**src/rtl/store_buffer_lsu.sv**
```systemverilog
// store_buffer_lsu: in-order store buffer between the MEM stage and the data memory.
// Committed stores queue here and drain one per cycle to the memory write port.
// Loads read memory combinationally. A load is served from a pending store when the
// youngest overlapping store fully covers it, and it stalls on partial coverage.
module store_buffer_lsu #(
    parameter int unsigned DEPTH = 4,
    parameter int unsigned PTR_W = 2
) (
    input  logic             SYS_clk,
    input  logic             SYS_reset_n,
    input  logic             LSU_store_valid,
    output logic             LSU_store_ready,
    input  logic [1:0]       LSU_store_length,
    input  logic [31:0]      LSU_store_address,
    input  logic [31:0]      LSU_store_data,
    input  logic             LSU_load_valid,
    input  logic [1:0]       LSU_load_length,
    input  logic             LSU_load_signed,
    input  logic [31:0]      LSU_load_address,
    output logic [31:0]      LSU_load_data,
    output logic             LSU_load_stall,
    input  logic             SB_drain_hold,
    output logic [PTR_W:0]   SB_count,
    output logic             SB_empty,
    output logic [1:0]       MEM_write_length,
    output logic [31:0]      MEM_write_address,
    output logic [31:0]      MEM_write_data,
    output logic [1:0]       MEM_read_length,
    output logic             MEM_read_signed,
    output logic [31:0]      MEM_read_address,
    input  logic [31:0]      MEM_read_data
);

    localparam logic [PTR_W:0] FULL = (PTR_W+1)'(DEPTH);

    // Size code to byte count; code 00 means no access.
    function automatic logic [2:0] size_bytes(input logic [1:0] len);
        case (len)
            2'b01:   size_bytes = 3'd1;
            2'b10:   size_bytes = 3'd2;
            2'b11:   size_bytes = 3'd4;
            default: size_bytes = 3'd0;
        endcase
    endfunction

    logic [1:0]       len_q  [DEPTH];
    logic [31:0]      addr_q [DEPTH];
    logic [31:0]      data_q [DEPTH];
    logic [DEPTH-1:0] valid_q, valid_d;
    logic [PTR_W-1:0] head_q, head_d, tail_q, tail_d;
    logic [PTR_W:0]   count_q, count_d;

    logic             enq, drain, load_act, hit, fwd_ok;
    logic [PTR_W-1:0] hit_idx;
    logic [DEPTH-1:0] ovl;
    logic [32:0]      l_end;
    logic [31:0]      fwd_raw, fwd_ext;

    assign LSU_store_ready = (count_q < FULL);
    assign enq             = LSU_store_valid && LSU_store_ready && (LSU_store_length != 2'b00);
    assign drain           = (count_q != '0) && !SB_drain_hold;
    assign SB_count        = count_q;
    assign SB_empty        = (count_q == '0);

    assign MEM_write_length  = drain ? len_q[head_q] : 2'b00;
    assign MEM_write_address = addr_q[head_q];
    assign MEM_write_data    = data_q[head_q];

    assign MEM_read_address = LSU_load_address;
    assign MEM_read_length  = LSU_load_length;
    assign MEM_read_signed  = LSU_load_signed;

    // Pointer, count and valid-bit next state. A drain clears its slot before an enqueue sets one.
    always_comb begin
        valid_d = valid_q;
        head_d  = head_q;
        tail_d  = tail_q;
        count_d = count_q;
        if (drain) begin
            valid_d[head_q] = 1'b0;
            head_d          = head_q + 1'b1;
        end
        if (enq) begin
            valid_d[tail_q] = 1'b1;
            tail_d          = tail_q + 1'b1;
        end
        case ({enq, drain})
            2'b10:   count_d = count_q + 1'b1;
            2'b01:   count_d = count_q - 1'b1;
            default: count_d = count_q;
        endcase
    end

    // Control state; reset drops every pending store.
    always_ff @(posedge SYS_clk or negedge SYS_reset_n) begin
        if (!SYS_reset_n) begin
            valid_q <= '0;
            head_q  <= '0;
            tail_q  <= '0;
            count_q <= '0;
        end else begin
            valid_q <= valid_d;
            head_q  <= head_d;
            tail_q  <= tail_d;
            count_q <= count_d;
        end
    end

    // Entry payload; only meaningful while its valid bit is set.
    always_ff @(posedge SYS_clk) begin
        if (enq) begin
            len_q[tail_q]  <= LSU_store_length;
            addr_q[tail_q] <= LSU_store_address;
            data_q[tail_q] <= LSU_store_data;
        end
    end

    // Per-entry byte-range overlap with the load. Ends are 33 bits, so ranges near the top do not wrap.
    always_comb begin
        load_act = LSU_load_valid && (LSU_load_length != 2'b00);
        l_end    = {1'b0, LSU_load_address} + 33'(size_bytes(LSU_load_length));
        ovl      = '0;
        for (int unsigned k = 0; k < DEPTH; k++) begin
            ovl[k] = load_act && valid_q[k] &&
                     ({1'b0, addr_q[k]} < l_end) &&
                     ({1'b0, LSU_load_address} < ({1'b0, addr_q[k]} + 33'(size_bytes(len_q[k]))));
        end
    end

    // Youngest overlapping entry: walk back from tail-1. When full, the last step wraps to the oldest entry.
    always_comb begin
        hit     = 1'b0;
        hit_idx = '0;
        for (int unsigned i = 1; i <= DEPTH; i++) begin
            if (!hit && ovl[tail_q - PTR_W'(i)]) begin
                hit     = 1'b1;
                hit_idx = tail_q - PTR_W'(i);
            end
        end
    end

    // Forward on exact start match with full coverage; anything else that overlaps stalls.
    always_comb begin
        fwd_raw = data_q[hit_idx];
        fwd_ok  = hit && (addr_q[hit_idx] == LSU_load_address) &&
                  (size_bytes(len_q[hit_idx]) >= size_bytes(LSU_load_length));
        case (LSU_load_length)
            2'b01:   fwd_ext = {{24{LSU_load_signed & fwd_raw[7]}},  fwd_raw[7:0]};
            2'b10:   fwd_ext = {{16{LSU_load_signed & fwd_raw[15]}}, fwd_raw[15:0]};
            default: fwd_ext = fwd_raw;
        endcase
        LSU_load_stall = load_act && hit && !fwd_ok;
        if (!load_act || !hit) LSU_load_data = MEM_read_data;
        else if (fwd_ok)       LSU_load_data = fwd_ext;
        else                   LSU_load_data = '0;
    end

endmodule

```
**config.mk**
```make
export PLATFORM = sky130hd
export DESIGN_NAME = store_buffer_lsu
export DESIGN_NICKNAME = d
export VERILOG_FILES = /design/src/rtl/store_buffer_lsu.sv
export SDC_FILE = /design/constraint.sdc
export NUM_CORES = 1
export LEC_CHECK = 0
export ABC_AREA = 1
export CORE_MARGIN = 2
export CORE_UTILIZATION = 25
export DETAILED_ROUTE_END_ITERATION = 10
export MAX_ROUTING_LAYER = met4
export PLACE_DENSITY_LB_ADDON = 0.15
export SYNTH_ARGS = -nofsm -noshare
export SYNTH_HDL_FRONTEND = slang
export SYNTH_SLANG_ARGS = --single-unit
```
**constraint.sdc**
```tcl
create_clock -name SYS_clk -period 11.45 [get_ports SYS_clk]
set_input_delay 2.29 -clock SYS_clk [delete_from_list [all_inputs] [get_ports SYS_clk]]
set_output_delay 2.29 -clock SYS_clk [all_outputs]
set_load 0.02 [all_outputs]
```
# After elaboration in Yosys (flattened, before gate mapping)

Memory sizes are Yosys's and may differ from the RTL's.
Index checks and enable logic that the tools add are counted.

Register bits: 11
RAM bits: 264
Input bits: 138
Output and inout bits: 139
Word-level logic and storage cells: 135
Memories kept: 3

$add $sub $neg: 12
Order comparisons: 17
Eq/ne operators: 21
Multiplexer cells: 35
Bitwise logic cells: 5
Reduce and logical (&&, ||, !) cells: 38

Memory list:

| name   | words | width | rd ports | clocked after Yosys merged registers in | wr ports | line | source |
|---|---|---|---|---|---|---|---|
| addr_q | 4     | 32    | 6        | 0                                       | 1        | 47   | `logic [31:0] addr_q [DEPTH];` |
| data_q | 4     | 32    | 2        | 0                                       | 1        | 48   | `logic [31:0] data_q [DEPTH];` |
| len_q  | 4     | 2     | 6        | 0                                       | 1        | 46   | `logic [1:0] len_q [DEPTH];` |

Operator list:

| cell                                                       | count |
|---|---|
| less-than comparator 32 x 33 -> 1 bit                      | 8 |
| adder 32 x 3 -> 33 bit                                     | 5 |
| two-way mux 32 bit                                         | 2 |
| case mux 32 bit (2 select lines)                           | 1 |
| case mux 3 bit (3 select lines)                            | 6 |
| equality test 32 bit                                       | 1 |
| equality test 2 bit, second input constant                 | 13 |
| logical AND 1 bit                                          | 25 |
| less-than comparator 2 x 3 -> 1 bit, second input constant | 5 |
| equality test 2 x 1 -> 1 bit, second input constant        | 7 |
| two-way mux 1 bit                                          | 12 |
| two-way mux 2 bit                                          | 5 |
| binary-select mux 1 bit (select 2 bit)                     | 4 |
| two-way mux 4 bit                                          | 2 |
| zero test 1 bit                                            | 7 |
| case mux 3 bit (2 select lines)                            | 1 |
| nonzero test 2 bit                                         | 3 |
| adder 2 x 1 -> 2 bit, second input constant                | 2 |
| bitwise AND 4 bit                                          | 1 |
| demux 1 bit (select 2 bit)                                 | 2 |
| >= comparator 2 x 1 -> 1 bit, second input constant        | 2 |
| inverter 4 bit                                             | 1 |
| OR 4 bit                                                   | 1 |
| subtractor 2 bit, second input constant                    | 2 |
| 9 further kinds                                            | 10 |

# Logic depth before layout (Yosys ltp)

Gate-level depths: netlist (run 1).
An unclocked memory read counts as a cell.

Depth in word-level cells: 25
Depth in mapped cells: 59
Depth with buffers taken out: 54

# Worst setup path before layout (run 1)

OpenSTA, ideal clock, no wires.

Path kind: input-to-output
Start point: input LSU_load_length[0]
End point: output LSU_load_data[15]
Arrival: 8.744 ns
Path slack: 0.416 ns
Cell stages on the path: 47
Cell sequence: inv_1 > ha_1 > ha_1 > a21oi_1 > o22ai_1 > nand4_1 > nor4_1 > nand4_1 > xor2_1 > ha_1 > nand2_1 > nor2_1 > nand3b_1 > nor2_1 > nor2_1 > nand3_1 > nand2_1 > nand3_1 > [... 11 more ...] > nand3_2 > buf_6 > buf_6 > buf_2 > clkbuf_1 > a21oi_1 > a22oi_1 > nor2_1 > ha_1 > nand2_1 > o21ai_0 > a31oi_1 > nand3b_1 > nor2_1 > nand2_1 > nor2_1 > nand3_2 > o21ai_0

Longest elaborated chain between the ends: 25
Elaborated cells on any way between the ends: 63

Ends and longest elaborated chain:

| item                                                                       | line | source |
|---|---|---|
| from (decl)                                                                | 17   | `input logic [1:0] LSU_load_length,` |
| equality test 2 bit, or another cell as far along                          | 38   | `case (len)` |
| case mux 3 bit (3 select lines)                                            | 38   |  |
| adder 32 x 3 -> 33 bit                                                     | 121  | `l_end = {1'b0, LSU_load_address} + 33'(size_bytes(LSU_load_length));` |
| less-than comparator 32 x 33 -> 1 bit                                      | 125  | `({1'b0, addr_q[k]} < l_end) &&` |
| logical AND 1 bit                                                          | 124  | `ovl[k] = load_act && valid_q[k] &&` |
| logical AND 1 bit                                                          | 125  |  |
| binary-select mux 1 bit (select 2 bit)                                     | 135  | `if (!hit && ovl[tail_q - PTR_W'(i)]) begin` |
| two-way mux 1 bit (implied by the code)                                    | 135  |  |
| [... 9 more ...]                                                           | --   |  |
| two-way mux 2 bit                                                          | 135  |  |
| memory (4 x 2 bit)                                                         | --   |  |
| equality test 2 bit / equality test 2 x 1 -> 1 bit (equally long branches) | 38   |  |
| case mux 3 bit (3 select lines)                                            | 38   |  |
| >= comparator 3 bit                                                        | 146  | `(size_bytes(len_q[hit_idx]) >= size_bytes(LSU_load_length));` |
| logical AND 1 bit                                                          | 145  | `fwd_ok = hit && (addr_q[hit_idx] == LSU_load_address) &&` |
| two-way mux 32 bit                                                         | 154  | `else if (fwd_ok) LSU_load_data = fwd_ext;` |
| two-way mux 32 bit (*)                                                     | 153  | `if (!load_act \|\| !hit) LSU_load_data = MEM_read_data;` |
| to (decl)                                                                  | 20   | `output logic [31:0] LSU_load_data,` |

Mark *: on every way between the ends. The rest lies on a longest branch, timed or not. The select of a mux whose other input is x is not followed.

# Worst setup path in the final report (run 1)

Start point: input LSU_load_length[0]
End point: output LSU_load_data[30]

The elaborated chain is that of the path after synthesis.

==> impl_metrics.env, run 1 <==
export IMPL_status="finished clean"
export IMPL_holdWs_ns=0.4922
export IMPL_cts_tree="done"
export IMPL_rsz0062_at_grt="true"
export IMPL_min_period_over_period_pct=96.80
export IMPL_io_pins=277
export IMPL_die_area_um2=98190
export IMPL_multi_input_area_um2=14720
export IMPL_max_freq_mhz=90.23
export IMPL_cp_end_kind="primary output"
export IMPL_yosysTopAreaCell="edfxtp_1"
export IMPL_yosysMostFrequentCell="nand2_1"
export IMPL_p_leak_nw=13.36
export IMPL_numCtsBuffers=36
export IMPL_htreeDepth=2
export IMPL_synth_area_top_cells="edfxtp_1 (33%), ha_1 (14%), nand2_1 (10%)"
export IMPL_drt_wl_total_um=107800
export IMPL_critPathMaxFanout=19
export IMPL_crit_family="simple AND/OR/NAND/NOR gates"
export IMPL_critical_path_class="primary input to primary output"
export IMPL_yosys_most_used_dff="edfxtp_1"
export IMPL_antenna_found_initial=7
export IMPL_r2r_start="tail_q[0]"
export IMPL_layout_drive_gt1_share_pct=15.45
export IMPL_grt_first_pass_wirelength_um=155400
export IMPL_critPathBufInv=11
export IMPL_cts_root_buf="clkbuf_16"
export IMPL_firstDrtPassIters=6
export IMPL_viasPerCell=4.911
export IMPL_reg2reg_depth=5
export IMPL_synth_edff_count=264
export IMPL_start_kind="primary input"
export IMPL_fp_dieW_um=313.4
export IMPL_ir_drop_mv=0.3097
export IMPL_avgSynthCellArea_um2=7.854
export IMPL_crit_end="LSU_load_data[30]"
export IMPL_drv_slew=0
export IMPL_track_usage_pct=22.08
export IMPL_coreArea_um2=94870
export IMPL_seq_area_frac_synth_pct=34.29
export IMPL_fin_ws_ns=0.3667
export IMPL_finClkSkew_ns=0.03093
export IMPL_clk_pin_slew_ns=0.05
export IMPL_dp_hpwl_um=81540
export IMPL_critPathMaxStageDelay_ns=0.33
export IMPL_clock_path_buffers=3
export IMPL_worstSetupStartpoint="LSU_load_length[0]"
export IMPL_tns_ns=0
export IMPL_arrival_ns=8.79
export IMPL_pre_cts_ws_ns=-0.9145
export IMPL_max_cap_violations=0
export IMPL_final_hold_viol_count=0
export IMPL_ys_ff_latch=275
export IMPL_synth_top_cell_area_share_pct=33.14
export IMPL_grt_overflow_total=0
export IMPL_cp_depth=47
export IMPL_ant_nets=0
export IMPL_cts_sinks=275
export IMPL_gp_congestion=0.9262
export IMPL_setup_violations=0
export IMPL_ys_top_cells_by_count="nand2_1 (656), inv_1 (286), ha_1 (275)"
export IMPL_fin_nets=3873
export IMPL_worstSkewPairLatency_ns=0.59
export IMPL_synthCells=3046
export IMPL_hold_path_depth=2
export IMPL_core_rowCount=113
export IMPL_final_util_pct=33.17
export IMPL_grt_max_degree=96
export IMPL_syn_cell_area_um2=23920
export IMPL_cp_required_ns=9.16
export IMPL_port_buffers=276
export IMPL_start_util_pct=25.22
export IMPL_power_mw=7.433
export IMPL_slew_headroom_pct=24.20
export IMPL_synth_cell_type_count=54
export IMPL_async_flop_share_pct=4.000
export IMPL_r2r_slack_ns=8.36
export IMPL_slowest_stage="nor4_2"
export IMPL_drt_iter0_markers=1735
export IMPL_p_per_area_nw_per_um2=236.2
export IMPL_via_count=23350
export IMPL_hold_class="flop to flop"
export IMPL_synth_nets=3465
export IMPL_area_delta_synth_final_pct=31.51
export IMPL_fin_crit_ns=11.08
export IMPL_drc=0
export IMPL_avgRoutedWirePerCell_um=22.68
export IMPL_worstReg2RegEnd="data_q[1][26]"
export IMPL_grt_pass1_vias=22710
export IMPL_seq_area_um2=8208
export IMPL_tightest_slew_ns=1.137
export IMPL_fillers=10050
export IMPL_die_y_um=313.4
export IMPL_yosys_warnings=0
==> registers in the layout (all words and copies together) (netlist names) <==
signal    flops
SB_count      3
addr_q      128
data_q      128
head_q        2
len_q         8
tail_q        2
valid_q       4
==> kinds of logic (layout without fill, tap and decap cells) <==
kind of cell,Yosys count,after routing,synth area share (%)
compound gates,561,561,13.63
simple gates,1365,1365,24.81
fa+ha+maj,281,281,14.88
other cells,0,7,0
buf+inv,441,877,7.887
xor+xnor,123,123,4.503
flops,275,275,34.29
==> area by class of cell <==
cell class	instances	share of cell area [%]
multi-input combinational	2330	46.79
sequential	275	26.09
timing repair buffer	514	14.63
tap	1265	5.030
inverter	297	3.591
clock buffer	49	3.018
clock inverter	17	0.8033
antenna	7	0.05567
==> cells in the final DEF, fill, tap and decap left out, types with 12 or more instances in the layout <==
cell	count
buf_2	21
nand2_1	635
clkbuf_1	13
nand3_1	202
nand4_1	84
xnor2_1	18
ha_1	265
or2_2	16
o21ai_0	192
edfxtp_1	264
a21oi_1	175
o22ai_1	45
nand3b_1	13
nor2_4	14
o21ai_2	15
nor2_1	239
nor2_2	21
a21oi_2	20
nand3_2	20
o211ai_1	38
xor2_1	95
a211oi_1	12
nor3_1	55
inv_1	281
a21o_1	17
clkdlybuf4s50_1	236
buf_4	226
buf_6	16
nand2_2	18
clkbuf_16	36
==> stage by stage <==
step | instance area [um2] | cells
finish | 31460 | 4754
global route | 31460 | 4754
CTS | 30550 | 4722
detailed placement | 29150 | 4651
global placement | 29150 | 4651
floorplan | 23920 | 3046
==> worst min-delay path by stage <==
stage	from	endpoint	slack [ns]
after floorplan	valid_q[0]	valid_q[0]	0.45
after global placement	valid_q[3]	valid_q[3]	0.47
after detailed placement	valid_q[0]	valid_q[0]	0.48
after CTS	valid_q[0]	valid_q[0]	0.49
after global routing	valid_q[0]	valid_q[0]	0.52
final	valid_q[0]	valid_q[0]	0.49
==> power by group <==
part	switching, mW	internal, mW	total (mW)
Combinational	3.20	1.69	4.90
Sequential	0.139	1.23	1.37
Clock	0.480	0.682	1.16
==> routing by layer <==
| metal | vias up | part of all wire [%] | global-route usage, % |
|---|---|---|---|
| li1 | 11340 | - | - |
| met1 | 11130 | 45 | 28.94 |
| met2 | 761 | 46 | 35.69 |
| met3 | 117 | 6.6 | 3.543 |
| met4 | 0 | 2.3 | 5.067 |
| met5 | - | 0 | - |
==> worst min-delay path, stage by stage (launching register included) <==
cell and delay [ns]:
dfrtp_1 0.34, nand2_1 0.05, o21ai_0 0.06
==> what timing repair did <==
action	CTS	global route
cloned	3	0
buffers inserted	2	27
resized for setup	161	186
hold buffers	0	0
setup endpoints to repair	33	33
pin swaps	5	67
Power figures use the tool's default switching activity.
==> inputs of run 2 (changes only) <==
--- a/config.mk
+++ b/config.mk
@@ -6,6 +6,8 @@
 export NUM_CORES = 1
 export LEC_CHECK = 0
 export ABC_AREA = 1
+export CELL_PAD_IN_SITES_DETAIL_PLACEMENT = 1
+export CELL_PAD_IN_SITES_GLOBAL_PLACEMENT = 2
 export CORE_MARGIN = 2
 export CORE_UTILIZATION = 25
 export DETAILED_ROUTE_END_ITERATION = 10
==> run 2 against run 1 <==
  * Clock power barely moved
  * Combinational power rose by 8.2%
  * Sequential share of layout area fell by 0.98 points
  * Maximum frequency fell by 1.0%
  * Final area rose by 4.0%
  * Worst hold slack improved by 0.021 ns
  * First-iteration DRC count fell by 20%
  * Critical path depth rose by 8
  * Core utilization rose by 1.3 points
  * Clock-buffer cell count fell by 6
  * Sequential power rose by 4%
  * Sequential cell count did not move
  * Critical path type unchanged
  * Critical endpoint is now LSU_load_data[3]
  * Largest cell class unchanged
  * Largest power group unchanged
==> impl_metrics.env, run 2 (synthesized netlist as in run 1, its figures left out) <==
export IMPL_htreeDepth=2
export IMPL_cts_root_buf="clkbuf_16"
export IMPL_final_util_pct=34.48
export IMPL_drv_slew=0
export IMPL_largestRegisters="addr_q (128), data_q (128), len_q (8)"
export IMPL_seq_area_um2=8210
export IMPL_port_buffers=276
export IMPL_io_pins=277
export IMPL_clk_pin_slew_ns=0.06
export IMPL_power_mw=7.897
export IMPL_start_util_pct=25.22
export IMPL_grt_first_pass_wirelength_um=174300
export IMPL_die_area_um2=98190
export IMPL_slowest_stage="fa_2"
export IMPL_p_leak_nw=13.87
export IMPL_ant_nets=0
export IMPL_firstDrtPassIters=5
export IMPL_drc=0
export IMPL_layout_commonest_cell="nand2_1"
export IMPL_coreArea_um2=94870
export IMPL_drt_iter0_markers=1384
export IMPL_max_cap_violations=0
export IMPL_dp_hpwl_um=92030
export IMPL_finClkSkew_ns=0.01573
export IMPL_die_y_um=313.4
export IMPL_critPathMaxStageDelay_ns=0.37
export IMPL_avgRoutedWirePerCell_um=24.99
export IMPL_track_usage_pct=24.80
export IMPL_core_rowCount=113
export IMPL_worstSkewPairLatency_ns=0.59
export IMPL_fillers=11180
export IMPL_status="finished clean"
export IMPL_numCtsBuffers=36
export IMPL_fp_dieW_um=313.4
export IMPL_max_freq_mhz=89.31
export IMPL_critical_path_class="primary input to primary output"
export IMPL_min_period_over_period_pct=97.79
export IMPL_cts_sinks=275
export IMPL_fin_crit_ns=11.20
export IMPL_cts_tree="done"
export IMPL_cp_required_ns=9.16
export IMPL_start_kind="primary input"
export IMPL_holdBufCountCts=0
export IMPL_rsz0062_at_grt="true"
export IMPL_final_cell_mix="nand2_1 (601), buf_4 (304), inv_1 (279)"
export IMPL_hold_class="flop to flop"
export IMPL_layout_drive_gt1_share_pct=19.26
export IMPL_cp_end_kind="primary output"
export IMPL_slew_headroom_pct=22.92
export IMPL_grt_overflow_total=0
export IMPL_via_count=24270
export IMPL_multi_input_area_um2=15150
export IMPL_critPathMaxFanout=19
export IMPL_drt_wl_total_um=120900
export IMPL_ir_drop_mv=0.2776
export IMPL_clock_path_buffers=3
export IMPL_final_hold_viol_count=0
export IMPL_arrival_ns=8.91
export IMPL_fin_nets=3959
export IMPL_grt_max_degree=86
export IMPL_p_per_area_nw_per_um2=241.5
export IMPL_antenna_found_initial=8
export IMPL_area_delta_synth_final_pct=36.71
export IMPL_setup_violations=0
export IMPL_grt_pass1_vias=25590
export IMPL_gp_congestion=0.8647
export IMPL_tightest_slew_ns=1.156
export IMPL_viasPerCell=5.015
[run 2: what timing repair did]
| item | 4_1_cts | 5_1_grt |
|---|---|---|
| resized for setup | 232 | 275 |
| gates cloned | 4 | 0 |
| endpoints found under the setup margin | 33 | 33 |
| buffers inserted | 4 | 26 |
| pin swaps | 29 | 113 |
[run 2: final timing paths]
check                                        start          endpoint  slack (ns)  cells past startpoint
worst max-delay path            LSU_load_length[0]  LSU_load_data[3]        0.25                     55
worst min-delay path                    valid_q[2]        valid_q[2]        0.51                      2
worst max register to register           tail_q[0]      addr_q[0][3]        8.00                      5
worst min register to register          valid_q[2]        valid_q[2]        0.51                      2
max in group asynchronous              SYS_reset_n         head_q[1]        8.87                      1
min in group asynchronous              SYS_reset_n       SB_count[1]        2.10                      1
[run 2: worst max-delay path, delay by kind of cell]
kind | cells | cell delay [ns]
buffers and inverters | 12 | 1.68
AO/OA/AOI/OAI | 1 | 0.16
XOR/XNOR | 2 | 0.30
adder cells (fa/ha/maj) | 4 | 0.98
AND/OR/NAND/NOR | 36 | 3.43
[run 2: layout make-up]
class	instances	share of cell area [%]
Multi-Input combinational cell	2331	46.31
Antenna cell	7	0.05356
Clock buffer	43	2.900
Clock inverter	22	0.7192
Timing Repair Buffer	599	16.64
Inverter	297	3.439
Sequential cell	275	25.10
Tap cell	1265	4.839
[run 2: report_power, final]
group	internal, mW	leakage [nW]	switching [mW]
registers	1.23	2.52	0.188
logic	1.97	10.8	3.34
clock network	0.686	0.577	0.486
total	3.89	13.9	4.01
[run 2: stage by stage]
stage | setup TNS (ns) | hold slack [ns] | area (um2) | instances | setup slack [ns]
floorplan | 0 | 0.4530 | 23920 | 3046 | 0.4159
global placement | -44.72 | 0.4782 | 29830 | 4736 | -1.411
detailed placement | -48.90 | 0.4934 | 29830 | 4736 | -1.535
CTS | 0 | 0.5139 | 31320 | 4807 | 0.01003
global route | -3.551 | 0.5350 | 32710 | 4838 | -0.1367
finish | 0 | 0.5128 | 32710 | 4839 | 0.2529
[run 2: metal layers]
layer,global-route usage (%),up-vias,wire length (um)
met5,-,-,0
met4,6.220,0,3029
met3,3.589,147,5066
met2,41.29,506,57880
met1,31.57,12090,54970
li1,-,11520,-
